$ cat src/rtl/fnd_scan_decoder_pkg.sv
// Shared constants for the 7-segment display path: segment bytes (active low),
// display codes, anode selects and the frame FSM state type.
package fnd_pkg;

   // Hex digit patterns, bit order {a,b,c,d,e,f,g,dp}, 0 = segment lit
   localparam logic [7:0] SEG_X0 = 8'h03;
   localparam logic [7:0] SEG_X1 = 8'h9F;
   localparam logic [7:0] SEG_X2 = 8'h25;
   localparam logic [7:0] SEG_X3 = 8'h0D;
   localparam logic [7:0] SEG_X4 = 8'h99;
   localparam logic [7:0] SEG_X5 = 8'h49;
   localparam logic [7:0] SEG_X6 = 8'h41;
   localparam logic [7:0] SEG_X7 = 8'h1B;
   localparam logic [7:0] SEG_X8 = 8'h01;
   localparam logic [7:0] SEG_X9 = 8'h09;
   localparam logic [7:0] SEG_XA = 8'h11;
   localparam logic [7:0] SEG_XB = 8'hC1;
   localparam logic [7:0] SEG_XC = 8'hE5;
   localparam logic [7:0] SEG_XD = 8'h85;
   localparam logic [7:0] SEG_XE = 8'h61;
   localparam logic [7:0] SEG_XF = 8'h71;

   localparam logic [7:0] SEG_A     = 8'h7F;
   localparam logic [7:0] SEG_B     = 8'hBF;
   localparam logic [7:0] SEG_C     = 8'hDF;
   localparam logic [7:0] SEG_D     = 8'hEF;
   localparam logic [7:0] SEG_E     = 8'hF7;
   localparam logic [7:0] SEG_F     = 8'hFB;
   localparam logic [7:0] SEG_G     = 8'hFD;
   localparam logic [7:0] SEG_BLANK = 8'hFF;
   localparam logic [7:0] SEG_DP    = 8'hFE;

   localparam logic [4:0] CODE_SEG_A = 5'h10;
   localparam logic [4:0] CODE_BLANK = 5'h17;
   localparam logic [4:0] CODE_DP    = 5'h1F;

   localparam logic [2:0] AN_D2   = 3'b011;
   localparam logic [2:0] AN_D1   = 3'b101;
   localparam logic [2:0] AN_D0   = 3'b110;
   localparam logic [2:0] AN_NONE = 3'b111;

   localparam logic [14:0] DIGIT_CODE_RST = {CODE_BLANK, CODE_BLANK, CODE_BLANK};

   typedef enum logic [1:0] {
      ST_IDLE   = 2'd0,
      ST_HAVE2  = 2'd1,
      ST_HAVE21 = 2'd2
   } frame_state_e;

   typedef enum logic [1:0] {
      DIG_NONE = 2'd0,
      DIG_0    = 2'd1,
      DIG_1    = 2'd2,
      DIG_2    = 2'd3
   } digit_sel_e;

   // Anything other than exactly one low anode line selects nothing
   function automatic digit_sel_e anode_to_digit(input logic [2:0] an_n);
      digit_sel_e sel;
      case (an_n)
         AN_D2:   sel = DIG_2;
         AN_D1:   sel = DIG_1;
         AN_D0:   sel = DIG_0;
         default: sel = DIG_NONE;
      endcase
      return sel;
   endfunction

   function automatic logic is_hex_code(input logic [4:0] code);
      return (code[4] == 1'b0);
   endfunction

endpackage

$ cat src/rtl/fnd_scan_decoder_if.sv
// Display bus plus decoded results. The driver/monitor side uses master,
// the scan decoder uses slave.
interface fnd_scan_decoder_if;
   logic [7:0]  nFND;
   logic [2:0]  nANODE;
   logic [11:0] PAGE;
   logic [14:0] DIGIT_CODE;
   logic        PAGE_VALID;
   logic        WAITMODE;
   logic        DECODE_ERR;
   logic        SCAN_STALL;

   modport master (
      output nFND, nANODE,
      input  PAGE, DIGIT_CODE, PAGE_VALID, WAITMODE, DECODE_ERR, SCAN_STALL
   );

   modport slave (
      input  nFND, nANODE,
      output PAGE, DIGIT_CODE, PAGE_VALID, WAITMODE, DECODE_ERR, SCAN_STALL
   );
endinterface

$ cat src/rtl/fnd_scan_decoder_seg_decode.sv
// Inverse segment map: active-low segment byte to 5-bit display code.
// Unknown patterns decode as blank with err raised.
module fnd_seg_decode
   import fnd_pkg::*;
(
   input  logic [7:0] seg_n,
   output logic [4:0] code,
   output logic       err
);

   // Single table lookup; codes 10..16 are the lone segments a..g
   always_comb begin
      code = CODE_BLANK;
      err  = 1'b0;
      case (seg_n)
         SEG_X0:    code = 5'h00;
         SEG_X1:    code = 5'h01;
         SEG_X2:    code = 5'h02;
         SEG_X3:    code = 5'h03;
         SEG_X4:    code = 5'h04;
         SEG_X5:    code = 5'h05;
         SEG_X6:    code = 5'h06;
         SEG_X7:    code = 5'h07;
         SEG_X8:    code = 5'h08;
         SEG_X9:    code = 5'h09;
         SEG_XA:    code = 5'h0A;
         SEG_XB:    code = 5'h0B;
         SEG_XC:    code = 5'h0C;
         SEG_XD:    code = 5'h0D;
         SEG_XE:    code = 5'h0E;
         SEG_XF:    code = 5'h0F;
         SEG_A:     code = CODE_SEG_A;
         SEG_B:     code = 5'h11;
         SEG_C:     code = 5'h12;
         SEG_D:     code = 5'h13;
         SEG_E:     code = 5'h14;
         SEG_F:     code = 5'h15;
         SEG_G:     code = 5'h16;
         SEG_BLANK: code = CODE_BLANK;
         SEG_DP:    code = CODE_DP;
         default: begin
            code = CODE_BLANK;
            err  = 1'b1;
         end
      endcase
   end

endmodule

$ cat src/rtl/fnd_scan_decoder.sv
// Receive side of the multiplexed 7-segment bus: synchronise, wait for each
// digit to settle, decode, assemble 2->1->0 frames and publish the page.
module fnd_scan_decoder
   import fnd_pkg::*;
#(
   parameter int SETTLE_CYCLES  = 16,
   parameter int TIMEOUT_CYCLES = 4096
) (
   input logic MCLK,
   input logic RST,
   fnd_scan_decoder_if.slave bus
);

   localparam logic [7:0]  SETTLE_MAX  = 8'(SETTLE_CYCLES);
   localparam logic [15:0] TIMEOUT_MAX = 16'(TIMEOUT_CYCLES);

   logic [7:0]   fnd_meta_q, fnd_meta_d, fnd_sync_q, fnd_sync_d, fnd_prev_q, fnd_prev_d;
   logic [2:0]   an_meta_q, an_meta_d, an_sync_q, an_sync_d, an_prev_q, an_prev_d;
   logic [7:0]   settle_cnt_q, settle_cnt_d;
   logic         captured_q, captured_d;
   logic [15:0]  idle_cnt_q, idle_cnt_d;
   frame_state_e state_q, state_d;
   logic [4:0]   code2_q, code2_d, code1_q, code1_d;
   logic         err2_q, err2_d, err1_q, err1_d;
   logic [11:0]  page_q, page_d;
   logic [14:0]  digit_code_q, digit_code_d;
   logic         page_valid_q, page_valid_d;
   logic         waitmode_q, waitmode_d;
   logic         decode_err_q, decode_err_d;
   logic         scan_stall_q, scan_stall_d;

   digit_sel_e   digit_sel_s;
   logic         an_changed_s, stable_s, capture_s, stall_hit_s;
   logic [4:0]   dec_code_s;
   logic         dec_err_s;

   fnd_seg_decode u_seg_decode (
      .seg_n (fnd_sync_q),
      .code  (dec_code_s),
      .err   (dec_err_s)
   );

   // Synchroniser chain, settle counter and capture strobe
   always_comb begin
      fnd_meta_d   = bus.nFND;
      fnd_sync_d   = fnd_meta_q;
      fnd_prev_d   = fnd_sync_q;
      an_meta_d    = bus.nANODE;
      an_sync_d    = an_meta_q;
      an_prev_d    = an_sync_q;
      digit_sel_s  = anode_to_digit(an_sync_q);
      an_changed_s = (an_sync_q != an_prev_q);
      stable_s     = (digit_sel_s != DIG_NONE) && !an_changed_s && (fnd_sync_q == fnd_prev_q);
      settle_cnt_d = settle_cnt_q;
      if (!stable_s) begin
         settle_cnt_d = 8'd0;
      end else if (settle_cnt_q < SETTLE_MAX) begin
         settle_cnt_d = settle_cnt_q + 8'd1;
      end else begin
         settle_cnt_d = settle_cnt_q;
      end
      capture_s = stable_s && !captured_q && (settle_cnt_q == (SETTLE_MAX - 8'd1));
      if (an_changed_s) begin
         captured_d = 1'b0;
      end else if (capture_s) begin
         captured_d = 1'b1;
      end else begin
         captured_d = captured_q;
      end
   end

   // Stall watchdog; a capture always wins over saturation
   always_comb begin
      idle_cnt_d = idle_cnt_q;
      if (capture_s) begin
         idle_cnt_d = 16'd0;
      end else if (idle_cnt_q < TIMEOUT_MAX) begin
         idle_cnt_d = idle_cnt_q + 16'd1;
      end else begin
         idle_cnt_d = idle_cnt_q;
      end
      stall_hit_s  = (idle_cnt_d == TIMEOUT_MAX);
      scan_stall_d = stall_hit_s;
   end

   // Frame assembly and publish; out-of-order digits silently restart the frame
   always_comb begin
      state_d      = state_q;
      code2_d      = code2_q;
      code1_d      = code1_q;
      err2_d       = err2_q;
      err1_d       = err1_q;
      page_d       = page_q;
      digit_code_d = digit_code_q;
      page_valid_d = 1'b0;
      waitmode_d   = waitmode_q;
      decode_err_d = decode_err_q;
      if (capture_s) begin
         case (digit_sel_s)
            DIG_2: begin
               state_d = ST_HAVE2;
               code2_d = dec_code_s;
               err2_d  = dec_err_s;
               err1_d  = 1'b0;
            end
            DIG_1: begin
               if (state_q == ST_HAVE2) begin
                  state_d = ST_HAVE21;
                  code1_d = dec_code_s;
                  err1_d  = dec_err_s;
               end else begin
                  state_d = ST_IDLE;
               end
            end
            DIG_0: begin
               state_d = ST_IDLE;
               if (state_q == ST_HAVE21) begin
                  page_valid_d = 1'b1;
                  digit_code_d = {code2_q, code1_q, dec_code_s};
                  decode_err_d = err2_q | err1_q | dec_err_s;
                  if (is_hex_code(code2_q) && is_hex_code(code1_q) && is_hex_code(dec_code_s)) begin
                     page_d     = {code2_q[3:0], code1_q[3:0], dec_code_s[3:0]};
                     waitmode_d = 1'b0;
                  end else begin
                     page_d     = page_q;
                     waitmode_d = 1'b1;
                  end
               end else begin
                  page_valid_d = 1'b0;
               end
            end
            default: state_d = state_q;
         endcase
      end else if (stall_hit_s) begin
         state_d = ST_IDLE;
      end else begin
         state_d = state_q;
      end
   end

   // Input-side registers
   always_ff @(posedge MCLK or posedge RST) begin
      if (RST) begin
         fnd_meta_q   <= 8'hFF;
         fnd_sync_q   <= 8'hFF;
         fnd_prev_q   <= 8'hFF;
         an_meta_q    <= 3'b111;
         an_sync_q    <= 3'b111;
         an_prev_q    <= 3'b111;
         settle_cnt_q <= 8'd0;
         captured_q   <= 1'b0;
         idle_cnt_q   <= 16'd0;
      end else begin
         fnd_meta_q   <= fnd_meta_d;
         fnd_sync_q   <= fnd_sync_d;
         fnd_prev_q   <= fnd_prev_d;
         an_meta_q    <= an_meta_d;
         an_sync_q    <= an_sync_d;
         an_prev_q    <= an_prev_d;
         settle_cnt_q <= settle_cnt_d;
         captured_q   <= captured_d;
         idle_cnt_q   <= idle_cnt_d;
      end
   end

   // Frame state and published outputs
   always_ff @(posedge MCLK or posedge RST) begin
      if (RST) begin
         state_q      <= ST_IDLE;
         code2_q      <= CODE_BLANK;
         code1_q      <= CODE_BLANK;
         err2_q       <= 1'b0;
         err1_q       <= 1'b0;
         page_q       <= 12'h000;
         digit_code_q <= DIGIT_CODE_RST;
         page_valid_q <= 1'b0;
         waitmode_q   <= 1'b0;
         decode_err_q <= 1'b0;
         scan_stall_q <= 1'b0;
      end else begin
         state_q      <= state_d;
         code2_q      <= code2_d;
         code1_q      <= code1_d;
         err2_q       <= err2_d;
         err1_q       <= err1_d;
         page_q       <= page_d;
         digit_code_q <= digit_code_d;
         page_valid_q <= page_valid_d;
         waitmode_q   <= waitmode_d;
         decode_err_q <= decode_err_d;
         scan_stall_q <= scan_stall_d;
      end
   end

   assign bus.PAGE       = page_q;
   assign bus.DIGIT_CODE = digit_code_q;
   assign bus.PAGE_VALID = page_valid_q;
   assign bus.WAITMODE   = waitmode_q;
   assign bus.DECODE_ERR = decode_err_q;
   assign bus.SCAN_STALL = scan_stall_q;

endmodule

$ cat src/flat_wrapper.sv
// flat-port wrapper written by rule: the top's interface ports become plain ports
module fnd_scan_decoder_flat import fnd_pkg::*;
#(
   parameter int SETTLE_CYCLES  = 16,
   parameter int TIMEOUT_CYCLES = 4096
)
  (MCLK, RST, bus_nFND, bus_nANODE, bus_PAGE, bus_DIGIT_CODE, bus_PAGE_VALID, bus_WAITMODE, bus_DECODE_ERR, bus_SCAN_STALL);
  fnd_scan_decoder_if bus_i ();
  input logic MCLK;
  input logic RST;
  input wire logic [$bits(bus_i.nFND)-1:0] bus_nFND;
  input wire logic [$bits(bus_i.nANODE)-1:0] bus_nANODE;
  output wire logic [$bits(bus_i.PAGE)-1:0] bus_PAGE;
  output wire logic [$bits(bus_i.DIGIT_CODE)-1:0] bus_DIGIT_CODE;
  output wire logic [$bits(bus_i.PAGE_VALID)-1:0] bus_PAGE_VALID;
  output wire logic [$bits(bus_i.WAITMODE)-1:0] bus_WAITMODE;
  output wire logic [$bits(bus_i.DECODE_ERR)-1:0] bus_DECODE_ERR;
  output wire logic [$bits(bus_i.SCAN_STALL)-1:0] bus_SCAN_STALL;
  assign bus_i.nFND = bus_nFND;
  assign bus_i.nANODE = bus_nANODE;
  assign bus_PAGE = bus_i.PAGE;
  assign bus_DIGIT_CODE = bus_i.DIGIT_CODE;
  assign bus_PAGE_VALID = bus_i.PAGE_VALID;
  assign bus_WAITMODE = bus_i.WAITMODE;
  assign bus_DECODE_ERR = bus_i.DECODE_ERR;
  assign bus_SCAN_STALL = bus_i.SCAN_STALL;
  fnd_scan_decoder #(.SETTLE_CYCLES(SETTLE_CYCLES), .TIMEOUT_CYCLES(TIMEOUT_CYCLES)) u_core (.MCLK(MCLK), .RST(RST), .bus(bus_i));
endmodule
$ cat config.mk
export PLATFORM = sky130hd
export DESIGN_NAME = fnd_scan_decoder_flat
export DESIGN_NICKNAME = d
export VERILOG_FILES = /design/src/rtl/fnd_scan_decoder_pkg.sv /design/src/rtl/fnd_scan_decoder_if.sv /design/src/rtl/fnd_scan_decoder_seg_decode.sv /design/src/rtl/fnd_scan_decoder.sv /design/src/flat_wrapper.sv
export SDC_FILE = /design/constraint.sdc
export NUM_CORES = 1
export LEC_CHECK = 0
export CAP_MARGIN = 20
export CORE_AREA = 2 2 113 115
export DETAILED_ROUTE_END_ITERATION = 10
export DIE_AREA = 0 0 115 117
export PLACE_DENSITY = 0.6
export SLEW_MARGIN = 15
export SYNTH_ARGS = -nofsm -noshare
export SYNTH_HDL_FRONTEND = slang
export SYNTH_HIERARCHICAL = 1
export SYNTH_SLANG_ARGS = --single-unit
$ cat constraint.sdc
create_clock -name MCLK -period 4.01 [get_ports MCLK]
set_input_delay 0.6015 -clock MCLK [delete_from_list [all_inputs] [get_ports MCLK]]
set_output_delay 0.6015 -clock MCLK [all_outputs]
set_load 0.02 [all_outputs]
==> out/results.tsv, run 1 <==
metric	value	unit
Crit path largest cell delay	580	ps
CTS sink cnt	103	
Core ar.	12310	sq um
ys async rst share	1.000	
Post-synth EDFFs	0	
WP buf/inv	2	
# setup viols final	0	
Clk pin slew, worst setup/hold paths	70	ps
post-synthesis cell area	4780	sq um
Hold Path End	u_core/fnd_prev_d[0]	
mux share of post-synthesis cell area	0.09791	
Final #Nets	459	
FF/Latch Area	2644	sq um
initial drt markers	148	
initial antenna violation count	0	
crit-path leading delay family	simple AND/OR/NAND/NOR gates	
crit path capture type	flop	
Synth Area in Compound Gates	0.06832	
vias in the first global route	3037	
syn avg cell area	11.89	sq um
Final min period	3099	ps
CTS Hold Bufs	0	
hold crit path type	reg2reg	
synthesized-area fraction occupied by xor and xnor cells	0.06780	
achievable frequency	322.7	MHz
final core occ	0.4560	
largest fanout on the critical path	19	
Die Height	117	um
Layout area overhead	17.46	%
commonest non-fill, non-tap cells in the layout	dfstp_2, dfrtp_1, clkdlybuf4s50_1	
TritonCTS Buffers	9	
clk_lat worst skew	340	ps
main combinational cell family by area after synthesis	simple AND/OR/NAND/NOR gates	
row count	41	
I/O Pins	44	
Max Buffers Root-to-Sink	2	
reg2reg end	u_core/bus.PAGE[10]	
Seq/Total Area, Yosys	0.5531	
CTS Root Buffer Type	clkbuf_16	
post-synthesis cell count	402	
synthesis-stage register bit count	103	
Yosys Warn Count	6	
Layout fillers	1128	
Yosys top cell area share	0.2914	
Clock Skews	7.909	ps
gr usage total	0.1451	
PD cells	369.1	nW/um^2
most common cell after layout, fill and taps aside	dfstp_2	
vias per cell	5.380	
Post-DP HPWL	6.144	mm
status	finished clean	
area of the multi-input gates	1956	sq um
Slew @ Worst Pin	920.8	ps
top cells by area, synth	dfstp_2, dfrtp_1, mux2_2	
Total Wirelength	9.189	mm
Post-Synth Adder-Cell Area	0.01571	
count of cell types in the netlist	56	
largest net degree at the start of global routing	76	
Critical path origin	u_core/an_prev_d[2]	
IO buf count	43	
share of cells above drive strength 1	0.2697	
RD Place Congestion	0.8676	
Final Max Tran Viols	0	
Worst IR Drop VDD	0.1950	mV
crit path cell chain	xor2_1, and2_1, inv_1, ha_1, nor2_1, and4bb_1, and4_1, and4b_1, buf_4, nand2_1, mux2_2	
die width	115	um
diode count	0	
Die Area	13460	sq um
Fin Setup TNS	0	ps
worst r2r path cells	11	
Synth Flop Type	dfstp_2	
Initial Util	0.3882	
grt ovf	0	
Critical R2R Launch	u_core/an_prev_d[2]	
Worst Hold Launch	u_core/fnd_meta_q[0]	
drt drc	0	
worst reg-to-reg setup slack	910	ps
via count	3201	
maxcap violations	0	
Slowest cell on crit path	dfstp_2	
post-CTS setup buffer count	0	
leakage power	2.354	nW
fin crit share	0.7728	
drt pass-1 iters	4	
Slew headroom	0.3861	
CP Class	reg2reg	
RSZ-0062 raised after global routing	no	
CP Data Arrival Time	3320	ps
startpoint types	flop	
post-synthesis simple-gate area fraction	0.1594	
Hold Path Depth	0	
Final ANT Viol Nets	0	
routed len/inst	15.44	um
Hold Vio Cnt, Final	0	
first-pass GRT wire length	15.33	mm
syn_nets	421	
Max H-tree Level	3	
Resize count post-CTS	0	
Synth area leader	dfstp_2	
critical path required time	4230	ps
CTS tree	built	
## cells in the mapped netlist (3+ instances only)
master and count:
nor2_1 36, o21ai_0 10, nand4b_1 4, nand2b_1 3, or4_1 3, inv_1 14, nor4_1 6, mux2i_1 4
clkbuf_1 4, buf_2 12, nor2b_1 8, a21oi_1 10, and2_1 3, or3_1 3, dfrtp_1 50, o2111ai_1 4
a41oi_1 3, nand3_1 10, nor3_1 9, dfstp_2 53, nand4_1 9, xnor2_1 13, nor4b_1 5, mux2_2 38
xor2_1 24, buf_6 3, nand2_1 18, ha_1 6
## sequential cells by signal (all words and copies together) (netlist names), 3 cells and up
| name | flops |
|---|---|
| u_core/idle_cnt_q | 16 |
| u_core/an_prev_d | 3 |
| u_core/bus.PAGE | 12 |
| u_core/an_meta_q | 3 |
| u_core/settle_cnt_q | 8 |
| u_core/bus.DIGIT_CODE | 15 |
| u_core/fnd_prev_q | 8 |
| u_core/fnd_meta_q | 8 |
| u_core/code2_q | 5 |
| u_core/an_prev_q | 3 |
| u_core/fnd_prev_d | 8 |
| u_core/code1_q | 5 |
## worst max path at each step
stage                                       end  slack, ps  cells after the start
after global routing        u_core/bus.PAGE[10]        680                     11
after floorplan           u_core/bus.DECODE_ERR        790                      1
after CTS                   u_core/bus.PAGE[10]        860                     11
after detailed placement    u_core/bus.PAGE[10]        880                     11
final                       u_core/bus.PAGE[10]        910                     11
after global placement       u_core/bus.PAGE[4]        930                     11
## power breakdown
group | leakage [nW] | internal (mW) | switching [mW]
clock network | 0.146 | 0.501 | 0.375
registers | 1.24 | 1.07 | 0.0291
logic | 0.970 | 0.0395 | 0.0558
## cell families (layout without fill, tap and decap cells)
family	after synthesis	count (layout)
AND/OR/NAND/NOR	131	131
flip-flops	103	103
AO/OA/AOI/OAI	47	47
multiplexers	42	42
XOR/XNOR	37	37
buffers and inverters	36	79
adder cells (fa/ha/maj)	6	6
## metal layers
| metal | GRT usage | wire, um |
|---|---|---|
| met5 | 0 | 0 |
| met4 | 0.04980 | 144 |
| met3 | 0.03656 | 475 |
| met2 | 0.2216 | 4378 |
| met1 | 0.2026 | 4190 |
## layout make-up
cell class,instances,area share
multi-input cells,263,0.3483
clock inverters,5,0.01025
well taps,150,0.03343
inverters,15,0.01047
flip-flops and latches,103,0.4709
repair buffers,48,0.08335
clock buffers,11,0.04324
## per-stage QoR
stage / cells / hold WS, ps / total power, mW / cell area [sq um] / setup WS [ps]
3_5_place_dp: 579 / 347.2 / 1.214 / 5314 / 875.9
2_1_floorplan: 402 / 345.2 / 1.180 / 4780 / 792.4
6_report: 595 / 355.9 / 2.072 / 5614 / 911.2
5_1_grt: 595 / 359.9 / 2.160 / 5614 / 675.3
3_3_place_gp: 579 / 346.1 / 1.212 / 5314 / 932.0
4_1_cts: 595 / 357.3 / 2.109 / 5614 / 855.6
Power figures use the tool's default switching activity.
==> run 2, diff against run 1 <==
==> constraint.sdc (replaced) <==
create_clock -name MCLK -period 3.2 [get_ports MCLK]
set_input_delay 0.48 -clock MCLK [delete_from_list [all_inputs] [get_ports MCLK]]
set_output_delay 0.48 -clock MCLK [all_outputs]
set_load 0.02 [all_outputs]
==> out/results.tsv, run 2 (synthesized netlist as in run 1, its figures left out) <==
metric	value	unit	change
status	finished clean		unchanged
vias in the first global route	3135		was 3037
IO buf count	43		unchanged
clk_lat worst skew	350	ps	was 340 ps
CTS Root Buffer Type	clkbuf_16		unchanged
number of flip-flops in the largest register	16		unchanged
area of the multi-input gates	1956	sq um	unchanged
CP Data Arrival Time	3090	ps	was 3320 ps
initial drt markers	138		was 148
Worst IR Drop VDD	0.4012	mV	was 0.1950 mV
drt drc	0		unchanged
Slew @ Worst Pin	555.2	ps	was 920.8 ps
gr usage total	0.1508		was 0.1451
Initial Util	0.3882		unchanged
# setup viols final	0		unchanged
Hold Slack	355.6	ps	was 355.9 ps
Final min period	2863	ps	was 3099 ps
CTS sink cnt	103		unchanged
Core ar.	12310	sq um	unchanged
Tot Pwr	2.672	mW	was 2.072 mW
reg2reg end	u_core/code1_q[3]		was u_core/bus.PAGE[10]
Die Height	117	um	unchanged
Top reg by flops	u_core/idle_cnt_q		unchanged
share of cells above drive strength 1	0.2746		was 0.2697
Die Area	13460	sq um	unchanged
startpoint types	flop		unchanged
Max Buffers Root-to-Sink	2		unchanged
via count	3187		was 3201
critical path required time	3430	ps	was 4230 ps
maxcap violations	0		unchanged
Worst Hold Launch	u_core/fnd_meta_q[3]		was u_core/fnd_meta_q[0]
I/O Pins	44		unchanged
first-pass GRT wire length	15.75	mm	was 15.33 mm
Hold Path End	u_core/fnd_prev_d[3]		was u_core/fnd_prev_d[0]
Clk pin slew, worst setup/hold paths	70	ps	about the same
hold crit path type	reg2reg		unchanged
crit path capture type	flop		unchanged
post-route insts no fill	598		was 595
Layout fillers	1140		was 1128
Hold Path Depth	0		unchanged
leakage power	2.380	nW	was 2.354 nW
Fin Setup TNS	0	ps	unchanged
Layout area overhead	18.35	%	was 17.46%
Total Wirelength	9.381	mm	was 9.189 mm
most common cell after layout, fill and taps aside	dfstp_2		unchanged
commonest non-fill, non-tap cells in the layout	dfstp_2, dfrtp_1, clkdlybuf4s50_1		unchanged
Final ANT Viol Nets	0		unchanged
largest net degree at the start of global routing	45		was 76
Resize count post-CTS	0		unchanged
Slew headroom	0.6265		was 0.3861
Final Max Tran Viols	0		unchanged
worst r2r path cells	10		was 11
routed len/inst	15.69	um	was 15.44 um
post-CTS setup buffer count	0		unchanged
RSZ-0062 raised after global routing	no		unchanged
Clock Skews	8.349	ps	was 7.909 ps
Post-DP HPWL	6.421	mm	was 6.144 mm
Inst Count DP	582		was 579
Critical R2R Launch	u_core/an_prev_d[2]		unchanged
final core occ	0.4595		was 0.4560
worst reg-to-reg setup slack	340	ps	was 910 ps
fin crit share	0.8947		was 0.7728
drt pass-1 iters	4		unchanged
row count	41		unchanged
PD cells	472.3	nW/um^2	was 369.1 nW/um^2
grt ovf	0		unchanged
achievable frequency	349.3	MHz	was 322.7 MHz
CTS Hold Bufs	0		unchanged
CTS tree	built		unchanged
CP Class	reg2reg		unchanged
Hold Vio Cnt, Final	0		unchanged
RD Place Congestion	0.9303		was 0.8676
diode count	0		unchanged
TritonCTS Buffers	9		unchanged
FF/Latch Area	2644	sq um	unchanged
die width	115	um	unchanged
Final #Nets	462		was 459
vias per cell	5.329		was 5.380
largest fanout on the critical path	19		unchanged
Max H-tree Level	3		unchanged
initial antenna violation count	0		unchanged
-- run 2: per-layer routing --
metal	global-route usage	vias up	share of wire	wire length, um
li1	-	1513	-	-
met1	0.2018	1586	0.47	4391
met2	0.2318	75	0.47	4438
met3	0.04274	13	0.038	352
met4	0.06185	0	0.021	198
met5	0	-	0	0
-- run 2: stage by stage --
stage	worst slack (ps)	area, sq um
global placement	422.2	5336
finish	337.0	5657
CTS	306.9	5657
global route	105.4	5657
floorplan	103.9	4780
detailed placement	319.5	5336
-- run 2: where the power goes --
part	switching [mW]	leakage [nW]	internal [mW]	total (mW)
Clock	0.482	0.157	0.691	1.17
Sequential	0.0333	1.24	1.34	1.38
Combinational	0.0727	0.985	0.0503	0.123
-- run 2: worst max-delay path, cell delays in order (launching register included) --
cell	delay [ps]
dfstp_2	580
xor2_1	130
and2_1	210
inv_1	90
ha_1	210
nor2_1	90
and4bb_1	190
and4_1	210
buf_4	240
and2_1	400
mux2_2	380
-- run 2: final cells by class --
| type | instances | area share |
|---|---|---|
| Sequential cell | 103 | 0.4674 |
| Multi-Input combinational cell | 263 | 0.3457 |
| Timing Repair Buffer | 51 | 0.08671 |
| Clock buffer | 10 | 0.04048 |
| Tap cell | 150 | 0.03318 |
| Clock inverter | 6 | 0.01615 |
| Inverter | 15 | 0.01040 |
-- run 2: worst max-delay path by stage --
stage                              startpoint  cells after the start                    end  slack (ps)
after floorplan                           RST                      1  u_core/bus.DECODE_ERR         100
after global placement    u_core/an_prev_d[2]                     10      u_core/code1_q[3]         420
after detailed placement  u_core/an_prev_d[2]                     10      u_core/code1_q[3]         320
after CTS                 u_core/an_prev_d[2]                     10      u_core/code1_q[3]         310
after global routing      u_core/an_prev_d[2]                     10      u_core/code1_q[3]         110
final                     u_core/an_prev_d[2]                     10      u_core/code1_q[3]         340
